<file path="src/rtl/ppf_commutator_pkg.sv">
// Shared definitions for the polyphase filter bank input commutator.
// Provides the counter-width helper, the FSM state encoding and the
// packed-bus slice helper used by ppf_commutator and ppf_comm_ctrl.
package ppf_pkg;

   // Number of bits needed to hold the value v (at least one bit).
   function automatic int clogb2(input int value);
      int v;
      int r;
      v = value;
      r = 0;
      while (v > 0) begin
         r++;
         v = v >> 1;
      end
      if (r == 0) r = 1;
      return r;
   endfunction

   // Commutator FSM states: IDLE holds no partial frame, FILL holds one.
   typedef enum logic {
      ST_IDLE = 1'b0,
      ST_FILL = 1'b1
   } state_e;

   // Lowest bit of branch b inside a packed per-branch bus.
   function automatic int slice_lsb(input int b, input int width);
      return b * width;
   endfunction

endpackage

</file>
<file path="src/rtl/ppf_commutator_if.sv">
// Sample-stream / branch-bus bundle for ppf_commutator.
// Transfer rule: there is no backpressure. Every cycle with data_valid_i
// high transfers exactly one sample (data_real_i, data_imag_i, sync_i);
// data_valid_o is a one-cycle strobe marking a new frame on the branch bus.
interface ppf_commutator_if #(
   parameter int DIN_WIDTH  = 16,
   parameter int BRANCH_NUM = 8
);
   import ppf_pkg::*;

   logic                             data_valid_i;
   logic                             sync_i;
   logic signed [DIN_WIDTH-1:0]      data_real_i;
   logic signed [DIN_WIDTH-1:0]      data_imag_i;
   logic [BRANCH_NUM*DIN_WIDTH-1:0]  data_real_o;
   logic [BRANCH_NUM*DIN_WIDTH-1:0]  data_imag_o;
   logic                             data_valid_o;
   logic                             frame_err_o;
   state_e                           dbg_state_o;

   // Sample source and branch-array consumer side.
   modport master (
      output data_valid_i, sync_i, data_real_i, data_imag_i,
      input  data_real_o, data_imag_o, data_valid_o, frame_err_o, dbg_state_o
   );

   // Commutator side.
   modport slave (
      input  data_valid_i, sync_i, data_real_i, data_imag_i,
      output data_real_o, data_imag_o, data_valid_o, frame_err_o, dbg_state_o
   );

endinterface

</file>
<file path="src/rtl/ppf_comm_ctrl.sv">
// Slot counter, IDLE/FILL FSM and sync realignment for the commutator.
// Tells the datapath which slot the current sample belongs to, when the
// frame completes (same edge) and raises a registered error pulse when a
// partial frame is thrown away by sync_i.
module ppf_comm_ctrl
   import ppf_pkg::*;
#(
   parameter int BRANCH_NUM = 8,
   parameter int SW         = clogb2(BRANCH_NUM-1)
) (
   input  logic          clk_i,
   input  logic          rst_i,
   input  logic          valid_i,
   input  logic          sync_i,
   output logic          wr_en_o,
   output logic [SW-1:0] wr_slot_o,
   output logic          frame_done_o,
   output logic          frame_err_o,
   output state_e        state_o
);

   state_e        state_q;
   logic [SW-1:0] slot_q;
   logic          err_q;
   logic          last_slot;
   logic          restart;

   // Slot decode: a sync inside a partial frame restarts at slot 0.
   always_comb begin
      last_slot    = (slot_q == SW'(BRANCH_NUM-1));
      restart      = valid_i && sync_i && (state_q == ST_FILL);
      wr_en_o      = valid_i;
      wr_slot_o    = restart ? '0 : slot_q;
      frame_done_o = valid_i && !restart && last_slot;
   end

   // FSM, slot counter and registered error pulse.
   always_ff @(posedge clk_i) begin
      if (rst_i) begin
         state_q <= ST_IDLE;
         slot_q  <= '0;
         err_q   <= 1'b0;
      end else begin
         err_q <= restart;
         if (valid_i) begin
            case (state_q)
               ST_IDLE: begin
                  state_q <= ST_FILL;
                  slot_q  <= SW'(1);
               end
               ST_FILL: begin
                  if (restart) begin
                     slot_q <= SW'(1);
                  end else if (last_slot) begin
                     state_q <= ST_IDLE;
                     slot_q  <= '0;
                  end else begin
                     slot_q <= slot_q + SW'(1);
                  end
               end
               default: begin
                  state_q <= ST_IDLE;
                  slot_q  <= '0;
               end
            endcase
         end
      end
   end

   assign frame_err_o = err_q;
   assign state_o     = state_q;

endmodule

</file>
<file path="src/rtl/ppf_commutator.sv">
// Input commutator for the direct polyphase filter bank.
// Deals a serial complex stream across BRANCH_NUM slots and presents a
// complete frame in parallel, one register per branch filter.
// Optional macro PPF_COMMUTATOR_REVERSE_EN: slot k feeds branch
// BRANCH_NUM-1-k (standard PPF order); otherwise slot k feeds branch k.
module ppf_commutator
   import ppf_pkg::*;
#(
   parameter int DIN_WIDTH  = 16,
   parameter int BRANCH_NUM = 8
) (
   input  logic            clk_i,
   input  logic            rst_i,
   ppf_commutator_if.slave bus
);

   localparam int SW = clogb2(BRANCH_NUM-1);

   logic signed [DIN_WIDTH-1:0] shadow_re_q [BRANCH_NUM];
   logic signed [DIN_WIDTH-1:0] shadow_im_q [BRANCH_NUM];
   logic signed [DIN_WIDTH-1:0] out_re_q    [BRANCH_NUM];
   logic signed [DIN_WIDTH-1:0] out_im_q    [BRANCH_NUM];
   logic                        valid_q;

   logic          wr_en;
   logic [SW-1:0] wr_slot;
   logic [SW-1:0] dst;
   logic          frame_done;
   logic          frame_err;
   state_e        state;

   // Slot to branch routing.
   function automatic logic [SW-1:0] map_slot(input logic [SW-1:0] k);
`ifdef PPF_COMMUTATOR_REVERSE_EN
      return SW'(BRANCH_NUM-1) - k;
`else
      return k;
`endif
   endfunction

   ppf_comm_ctrl #(
      .BRANCH_NUM (BRANCH_NUM),
      .SW         (SW)
   ) u_ctrl (
      .clk_i        (clk_i),
      .rst_i        (rst_i),
      .valid_i      (bus.data_valid_i),
      .sync_i       (bus.sync_i),
      .wr_en_o      (wr_en),
      .wr_slot_o    (wr_slot),
      .frame_done_o (frame_done),
      .frame_err_o  (frame_err),
      .state_o      (state)
   );

   assign dst = map_slot(wr_slot);

   // Shadow capture and frame transfer; the closing sample bypasses the
   // shadow so the whole frame appears on the edge that accepts it.
   always_ff @(posedge clk_i) begin
      if (rst_i) begin
         for (int b = 0; b < BRANCH_NUM; b++) begin
            shadow_re_q[b] <= '0;
            shadow_im_q[b] <= '0;
            out_re_q[b]    <= '0;
            out_im_q[b]    <= '0;
         end
         valid_q <= 1'b0;
      end else begin
         valid_q <= frame_done;
         if (wr_en) begin
            shadow_re_q[dst] <= bus.data_real_i;
            shadow_im_q[dst] <= bus.data_imag_i;
         end
         if (frame_done) begin
            for (int b = 0; b < BRANCH_NUM; b++) begin
               out_re_q[b] <= shadow_re_q[b];
               out_im_q[b] <= shadow_im_q[b];
            end
            out_re_q[dst] <= bus.data_real_i;
            out_im_q[dst] <= bus.data_imag_i;
         end
      end
   end

   // Pack per-branch output registers onto the parallel bus.
   for (genvar b = 0; b < BRANCH_NUM; b++) begin : g_pack
      assign bus.data_real_o[slice_lsb(b, DIN_WIDTH) +: DIN_WIDTH] = out_re_q[b];
      assign bus.data_imag_o[slice_lsb(b, DIN_WIDTH) +: DIN_WIDTH] = out_im_q[b];
   end

   assign bus.data_valid_o = valid_q;
   assign bus.frame_err_o  = frame_err;
   assign bus.dbg_state_o  = state;

endmodule

</file>
<file path="src/flat_wrapper.sv">
// flat-port wrapper written by rule: the top's interface ports become plain ports
module ppf_commutator_flat import ppf_pkg::*;
#(
   parameter int DIN_WIDTH  = 16,
   parameter int BRANCH_NUM = 8
)
  (clk_i, rst_i, bus_data_valid_i, bus_sync_i, bus_data_real_i, bus_data_imag_i, bus_data_real_o, bus_data_imag_o, bus_data_valid_o, bus_frame_err_o, bus_dbg_state_o);
  ppf_commutator_if #(.DIN_WIDTH(DIN_WIDTH), .BRANCH_NUM(BRANCH_NUM)) bus_i ();
  input  logic clk_i;
  input  logic rst_i;
  input wire logic [$bits(bus_i.data_valid_i)-1:0] bus_data_valid_i;
  input wire logic [$bits(bus_i.sync_i)-1:0] bus_sync_i;
  input wire logic [$bits(bus_i.data_real_i)-1:0] bus_data_real_i;
  input wire logic [$bits(bus_i.data_imag_i)-1:0] bus_data_imag_i;
  output wire logic [$bits(bus_i.data_real_o)-1:0] bus_data_real_o;
  output wire logic [$bits(bus_i.data_imag_o)-1:0] bus_data_imag_o;
  output wire logic [$bits(bus_i.data_valid_o)-1:0] bus_data_valid_o;
  output wire logic [$bits(bus_i.frame_err_o)-1:0] bus_frame_err_o;
  output wire logic [$bits(bus_i.dbg_state_o)-1:0] bus_dbg_state_o;
  assign bus_i.data_valid_i = bus_data_valid_i;
  assign bus_i.sync_i = bus_sync_i;
  assign bus_i.data_real_i = bus_data_real_i;
  assign bus_i.data_imag_i = bus_data_imag_i;
  assign bus_data_real_o = bus_i.data_real_o;
  assign bus_data_imag_o = bus_i.data_imag_o;
  assign bus_data_valid_o = bus_i.data_valid_o;
  assign bus_frame_err_o = bus_i.frame_err_o;
  assign bus_dbg_state_o = bus_i.dbg_state_o;
  ppf_commutator #(.DIN_WIDTH(DIN_WIDTH), .BRANCH_NUM(BRANCH_NUM)) u_core (.clk_i(clk_i), .rst_i(rst_i), .bus(bus_i));
endmodule
</file>
<file path="config.mk">
export PLATFORM = sky130hd
export DESIGN_NAME = ppf_commutator_flat
export DESIGN_NICKNAME = d
export VERILOG_FILES = /design/src/rtl/ppf_commutator_pkg.sv /design/src/rtl/ppf_commutator_if.sv /design/src/rtl/ppf_comm_ctrl.sv /design/src/rtl/ppf_commutator.sv /design/src/flat_wrapper.sv
export SDC_FILE = /design/constraint.sdc
export NUM_CORES = 1
export LEC_CHECK = 0
export CAP_MARGIN = 25
export CORE_MARGIN = 2
export CORE_UTILIZATION = 30
export DETAILED_ROUTE_END_ITERATION = 6
export SYNTH_ARGS = -nofsm -noshare
export SYNTH_HDL_FRONTEND = slang
export SYNTH_SLANG_ARGS = --single-unit
</file>
<file path="constraint.sdc">
create_clock -name clk_i -period 8.47 [get_ports clk_i]
set_clock_uncertainty 0.05 [all_clocks]
set_input_delay 1.2705 -clock clk_i [delete_from_list [all_inputs] [get_ports clk_i]]
set_output_delay 1.2705 -clock clk_i [all_outputs]
set_load 0.1 [all_outputs]
</file>
==> impl_metrics.sql, run 1 <==
INSERT INTO impl_metrics (metric_group, metric, value, unit) VALUES
('synthesis', 'syn_inst', '1515', ''),
('cells_and_area', 'num-nets-final', '1816', ''),
('clock_tree', 'cts_clock_pin_slew_for_the_worst_setup_and_hold_paths', '60', 'ps'),
('grt', 'wire_length_of_the_first_global_routing_pass', '88.62', 'mm'),
('timing', 'min_period_over_period', '49.23', '%'),
('timing', 'worst_pin_slew', '1093', 'ps'),
('power', 'ir_worst_vdd', '0.1572', 'mV'),
('placement', 'place_hpwl', '37.53', 'mm'),
('run_status', 'status', 'completed', ''),
('setup_path', 'cp-end-kind', 'register', ''),
('clock_tree', 'cts_tree', 'yes', ''),
('cells_and_area', 'multiInputGateArea', '5844', 'µm²'),
('detailed_routing', 'drt_drc_violations_left', '0', ''),
('clock_tree', 'number_of_levels_the_h_tree_was_split_into', '2', ''),
('power', 'switchingPower', '1.596', 'mW'),
('timing', 'report.final.slew_viol_count', '0', ''),
('synthesis', 'synth-edff-count', '512', ''),
('setup_path', 'critPathSlowestCell', 'nor2b_4', ''),
('flow_run', 'timing.max_cap.violations', '0', ''),
('synthesis', 'synth_cell_types', '33', ''),
('setup_path', 'timing.critical_path.cells', 'clkdlybuf4s50_1 -> nor2b_4 -> buf_4 -> nand3_1 -> mux2i_1', ''),
('synthesis', 'synth_async_sr_flop_share', '0', '%'),
('detailed_routing', 'antenna_left', '0', ''),
('cells_and_area', 'final-seq-area', '15490', 'µm²'),
('floorplan', 'top_level_ports', '295', ''),
('setup_path', 'timing.setup.critical_path_class', 'in -> reg', ''),
('timing', 'setup_viol', '0', ''),
('setup_path', 'cp_num_buf_inv', '2', ''),
('floorplan', 'initial_core_util', '30.34', '%'),
('clock_tree', 'buffers_from_clock_root_to_sink_at_most', '3', ''),
('min_path', 'hp-class', 'reg -> reg', ''),
('timing', 'timing.final.crit_period', '4170', 'ps'),
('clock_tree', 'cts_made_buffers', '56', ''),
('setup_path', 'worstPathMaxFanout', '98', ''),
('setup_path', 'timing.critical_path.from_type', 'input pin', ''),
('floorplan', 'floorplan.die.width', '273.1', 'µm'),
('detailed_routing', 'via_count', '13340', ''),
('placement', 'gp_routability_congestion', '0.7573', ''),
('power', 'p_int', '4.462', 'mW'),
('setup_path', 'category_of_cells_accounting_for_the_largest_share_of_critical_path_delay', 'buffers and inverters', ''),
('timing', 'unrepaired_setup_endpoints_after_global_routing', 'no', ''),
('setup_path', 'worst_path_largest_cell_delay', '880', 'ps'),
('synthesis', 'synth.avg_cell_area', '14.34', 'µm²'),
('synthesis', 'ys_ff_latch', '518', ''),
('clock_tree', 'clock_sinks', '518', ''),
('clock_tree', 'holdBufCountCts', '0', ''),
('synthesis', 'yosys_warnings', '0', ''),
('timing', 'max-slew-margin-rel', '26.91', '%'),
('timing', 'achievable-frequency', '239.8', 'MHz'),
('floorplan', 'die_h', '273.1', 'µm'),
('clock_tree', 'post-cts-setup-buffers', '0', ''),
('power', 'power_frac_seq', '48.8', '%'),
('cells_and_area', 'areaGrowthSynthToFinish', '26.69', '%'),
('cells_and_area', 'drive_gt1_share', '10.54', '%'),
('floorplan', 'core.rowCount', '98', ''),
('grt', 'grt_max_degree', '141', ''),
('power', 'cellPowerDensity', '220.0', 'nW/µm²'),
('synthesis', 'ys_dominant_reg_cell', 'edfxtp_1', ''),
('detailed_routing', 'routedWlPerCell', '21.80', 'µm'),
('placement', 'portBuffers', '294', ''),
('timing', 'fin_setup_tns', '0', 'ps'),
('timing', 'final_critical_path_setup_slack', '4300', 'ps'),
('placement', 'dp_worst_setup_slack', '3722', 'ps'),
('power', 'p_sw_share', '26.34', '%'),
('setup_path', 'timing.critical_path.arrival', '4540', 'ps'),
('power', 'clockPowerShare', '40.1', '%'),
('power', 'p_leak', '10.31', 'nW'),
('detailed_routing', 'drt_iter0_drc', '964', ''),
('detailed_routing', 'drt-vias-per-instance', '4.810', ''),
('detailed_routing', 'drt_pre_antenna_iters', '5', ''),
('clock_tree', 'cts_resized', '0', '');
## per-layer routing
metal,part of all wire [%],vias up,wire (µm),GRT usage [%]
li1,-,6076,-,-
met3,6.0,92,3634,3.348
met5,0.020,-,12,0
met2,47,396,28420,25.74
met1,45,6772,26930,21.59
met4,2.4,2,1449,4.544
## logic make-up after synthesis
logic type,after synthesis,share of synthesized area [%]
flops,518,71.31
simple gates,606,13.49
fa+ha+maj,2,0.1151
buf+inv,118,2.395
compound gates,15,0.5241
mux,256,12.16
## per-stage QoR
stage          total power [mW]  util, %  cells  instance area, µm²  hold slack (ps)
2_1_floorplan             3.486        -   1515               21730            452.3
3_3_place_gp              3.682    35.86   2668               25680            538.0
3_5_place_dp              3.688    35.92   2670               25720            553.1
4_1_cts                   6.127    38.44   2772               27530            564.1
5_1_grt                   6.248    38.44   2772               27530            593.4
6_report                  6.057    38.44   2773               27530            563.7
## state kept, by name, indices dropped and copies added, names as in the netlist
name and flops:
u_core.shadow_im_q 128, u_core.u_ctrl.frame_err_o 1, u_core.shadow_re_q 128, u_core.u_ctrl.slot_q 3, u_core.out_re_q 128, u_core.bus.data_valid_o 1, u_core.out_im_q 128, u_core.u_ctrl.state_o 1
## cells in the mapped netlist, drive strengths merged, types with 3 or more instances
master	instances	area share, %
nor2b	67	1.9
edfxtp	512	71
a21o	3	0.10
dfxtp	6	0.55
o21bai	4	0.14
nand3	231	5.3
nor2	197	3.4
mux2i	192	8.8
clkbuf	55	0.95
mux2	64	3.3
and2	65	1.9
nand2	36	0.62
buf	62	1.4
## final cells by class
type                            count  share of cell area [%]
Tap cell                          950                   4.318
Timing Repair Buffer              322                   11.60
Clock inverter                     35                   1.223
Multi-Input combinational cell    879                   21.23
Inverter                            1                 0.01364
Sequential cell                   518                   56.29
Antenna cell                        1                0.009090
Clock buffer                       67                   5.318
## tightest hold or removal path, stage by stage, from the launching register on
cell	delay, ps
edfxtp_1	320
nand3_1	60
mux2i_1	120
## power groups by stage
stage               Clock, mW  Sequential, mW  Combinational, mW
global placement            0            3.01              0.675
detailed placement          0            3.01              0.679
floorplan                   0            3.36              0.122
global route             2.59            2.96              0.697
CTS                      2.49            2.96              0.681
finish                   2.43            2.96              0.673
## worst paths after layout
path,from,to,slack (ps),depth (start not counted)
hold / removal,u_core.shadow_re_q[5][5],u_core.out_re_q[5][5],560,2
setup reg to reg,u_core.u_ctrl.slot_q[0],u_core.out_re_q[0][9],4520,6
hold reg to reg,u_core.shadow_re_q[5][5],u_core.out_re_q[5][5],560,2
setup / recovery,bus_data_valid_i,u_core.out_im_q[1][3],4300,5
## layout by cell type (no fill, tap or decap), types with 3 or more instances in the layout
cell             instances
and2_1                  65
buf_4                   25
bufinv_16                6
clkbuf_1                10
clkbuf_16               57
clkdlybuf4s50_1        293
clkinv_1                10
clkinv_2                13
dfxtp_1                  6
edfxtp_1               512
mux2_2                  62
mux2i_1                192
nand2_1                 35
nand3_1                227
nand3_4                  3
nor2_1                 197
nor2b_1                 66
o21bai_4                 4
No activity file was read; power rests on OpenSTA's default activity.
==> inputs of run 2 (changes only) <==
Clock period 8.47 ns to 3.45 ns, I/O delays scaled along.
==> run 2 against run 1 <==
Compared with the run above: core utilization grew 0.55 points; highest routed layer unchanged; largest cell class unchanged; first-iteration DRC count grew 1.7%; die area unchanged; wire length down 2.5%; global-route usage fell by 0.44 points; critical path depth grew 2; sequential power grew 150%; via count up 0.43%.
==> impl_metrics.sql, run 2 (synthesis gave the netlist of run 1 again) <==
INSERT INTO impl_metrics (metric_group, metric, value, unit) VALUES
('run_status', 'status', 'completed', ''),
('setup_path', 'timing.critical_path.arrival', '3200', 'ps'),
('floorplan', 'coreArea', '71610', 'µm²'),
('setup_path', 'reg2reg_slack', '610', 'ps'),
('min_path', 'hp-class', 'in -> reg', ''),
('flow_run', 'timing.max_cap.violations', '0', ''),
('timing', 'timing.final.crit_period', '2840', 'ps'),
('setup_path', 'crit_cells', '7', ''),
('detailed_routing', 'drt_drc_violations_left', '0', ''),
('clock_tree', 'cts_made_buffers', '56', ''),
('floorplan', 'core.rowCount', '98', ''),
('placement', 'portBuffers', '294', ''),
('setup_path', 'category_of_cells_accounting_for_the_largest_share_of_critical_path_delay', 'flip-flops', ''),
('clock_tree', 'post-cts-setup-buffers', '0', ''),
('setup_path', 'ff2ff_path_depth', '7', ''),
('setup_path', 'timing.critical_path.from_type', 'register', ''),
('timing', 'unrepaired_setup_endpoints_after_global_routing', 'no', ''),
('timing', 'report.final.slew_viol_count', '0', ''),
('clock_tree', 'cts_tree', 'yes', ''),
('grt', 'wire_length_of_the_first_global_routing_pass', '86.57', 'mm'),
('setup_path', 'cp_num_buf_inv', '2', ''),
('floorplan', 'die_h', '273.1', 'µm'),
('setup_path', 'timing.critical_path.cells', 'ha_1 -> ha_2 -> a21boi_4 -> buf_4 -> buf_12 -> nand3_1 -> mux2i_1', ''),
('clock_tree', 'cts_resized', '0', ''),
('grt', 'first_global_vias', '13660', ''),
('placement', 'place_hpwl', '38.23', 'mm'),
('detailed_routing', 'drt-vias-per-instance', '4.777', ''),
('floorplan', 'floorplan.die.width', '273.1', 'µm'),
('floorplan', 'initial_core_util', '30.34', '%'),
('setup_path', 'timing.setup.critical_path_class', 'reg -> reg', ''),
('floorplan', 'fp.dieArea', '74600', 'µm²'),
('clock_tree', 'cell_at_the_root_of_the_clock_tree', 'clkbuf_16', ''),
('clock_tree', 'insertion_delay', '600', 'ps'),
('clock_tree', 'clock_sinks', '518', ''),
('power', 'p_leak', '10.60', 'nW'),
('min_path', 'timing.hold.worst_endpoint', 'u_core.u_ctrl.slot_q[1]', ''),
('min_path', 'min_path_cells', '2', ''),
('power', 'cellPowerDensity', '533.8', 'nW/µm²'),
('timing', 'final_critical_path_setup_slack', '610.2', 'ps'),
('placement', 'dp_worst_setup_slack', '441.6', 'ps'),
('cells_and_area', 'drive_gt1_share', '14.19', '%'),
('detailed_routing', 'routedWlPerCell', '21.03', 'µm'),
('grt', 'overflow', '0', ''),
('floorplan', 'top_level_ports', '295', ''),
('timing', 'min_period_over_period', '82.31', '%'),
('setup_path', 'worst_path_largest_cell_delay', '670', 'ps'),
('placement', 'gp_routability_congestion', '0.7743', ''),
('setup_path', 'worstPathMaxFanout', '68', ''),
('cells_and_area', 'most_frequent_standard_cell_in_the_layout_excluding_fill_and_tap_cells', 'edfxtp_1', ''),
('grt', 'grt_antenna_before_repair', '4', ''),
('timing', 'worst_pin_slew', '1039', 'ps'),
('detailed_routing', 'routed_wirelength', '58.96', 'mm'),
('min_path', 'startpoint_of_the_lowest_slack_hold_path', 'rst_i', ''),
('setup_path', 'critical_path_required', '3810', 'ps'),
('cells_and_area', 'areaGrowthSynthToFinish', '28.52', '%'),
('clock_tree', 'cts_clock_pin_slew_for_the_worst_setup_and_hold_paths', '60', 'ps'),
('clock_tree', 'buffers_from_clock_root_to_sink_at_most', '3', ''),
('timing', 'achievable-frequency', '352.1', 'MHz'),
('setup_path', 'crit-reg2reg-launch', 'u_core.u_ctrl.slot_q[0]', ''),
('placement', 'place_inst', '2701', ''),
('cells_and_area', 'final_cell_mix', 'edfxtp_1, clkdlybuf4s50_1, nand3_1', ''),
('power', 'ir_worst_vdd', '0.3945', 'mV'),
('setup_path', 'cp-end-kind', 'register', ''),
('setup_path', 'critPathSlowestCell', 'dfxtp_1', ''),
('cells_and_area', 'num-nets-final', '1847', ''),
('detailed_routing', 'drt_iter0_drc', '980', ''),
('grt', 'grt_max_degree', '111', ''),
('cells_and_area', 'finalNonFillerCells', '2804', ''),
('clock_tree', 'holdBufCountCts', '0', ''),
('grt', 'groute.usage.overall', '15.48', '%'),
('setup_path', 'r2r-end', 'u_core.out_re_q[5][6]', ''),
('timing', 'final-hold-violation-count', '0', ''),
('timing', 'max-slew-margin-rel', '30.50', '%'),
('clock_tree', 'number_of_levels_the_h_tree_was_split_into', '2', ''),
('timing', 'setup_viol', '0', ''),
('detailed_routing', 'antenna_left', '0', ''),
('timing', 'fin_setup_tns', '0', 'ps'),
('detailed_routing', 'via_count', '13400', ''),
('detailed_routing', 'drt_pre_antenna_iters', '5', '');
run 2: cell type report:
class	count	area, µm²
Clock buffer	69	1471
Clock inverter	33	327.8
Fill cell	6719	43680
Sequential cell	518	15500
Inverter	1	3.754
Antenna cell	1	2.502
Timing Repair Buffer	353	3583
Tap cell	950	1189
Multi-Input combinational cell	879	5847
run 2: routing by layer:
layer / global-route usage, % / up-vias / wire (µm)
li1: - / 6140 / -
met4: 4.731 / 4 / 1485
met3: 3.945 / 87 / 4264
met5: 0 / - / 23
met2: 24.66 / 439 / 27500
met1: 20.73 / 6726 / 25680
run 2: worst max path at each step:
stage	startpoint	to	slack [ps]
after floorplan	u_core.u_ctrl.slot_q[1]	u_core.out_im_q[0][0]	20
after global routing	u_core.u_ctrl.slot_q[0]	u_core.out_re_q[5][4]	430
after global placement	bus_data_valid_i	u_core.out_re_q[0][11]	570
final	u_core.u_ctrl.slot_q[0]	u_core.out_re_q[5][6]	610
after detailed placement	bus_data_valid_i	u_core.out_re_q[0][13]	440
after CTS	u_core.u_ctrl.slot_q[0]	u_core.out_re_q[5][6]	590
run 2: where the power goes:
| group | internal, mW | total (mW) | switching, mW |
|---|---|---|---|
| Sequential | 7.16 | 7.26 | 0.0932 |
| Clock | 3.47 | 5.97 | 2.49 |
| Combinational | 0.359 | 1.68 | 1.33 |
| Total | 11.0 | 14.9 | 3.91 |
run 2: stage by stage:
stage,util (%),hold WS [ps],cell area [µm²],power (mW)
floorplan,-,441.7,21760,8.535
global placement,36.48,470.1,26120,9.075
detailed placement,36.48,481.8,26120,9.086
CTS,38.99,212.4,27920,15.08
global route,38.99,252.2,27920,15.37
finish,39.00,262.4,27920,14.91
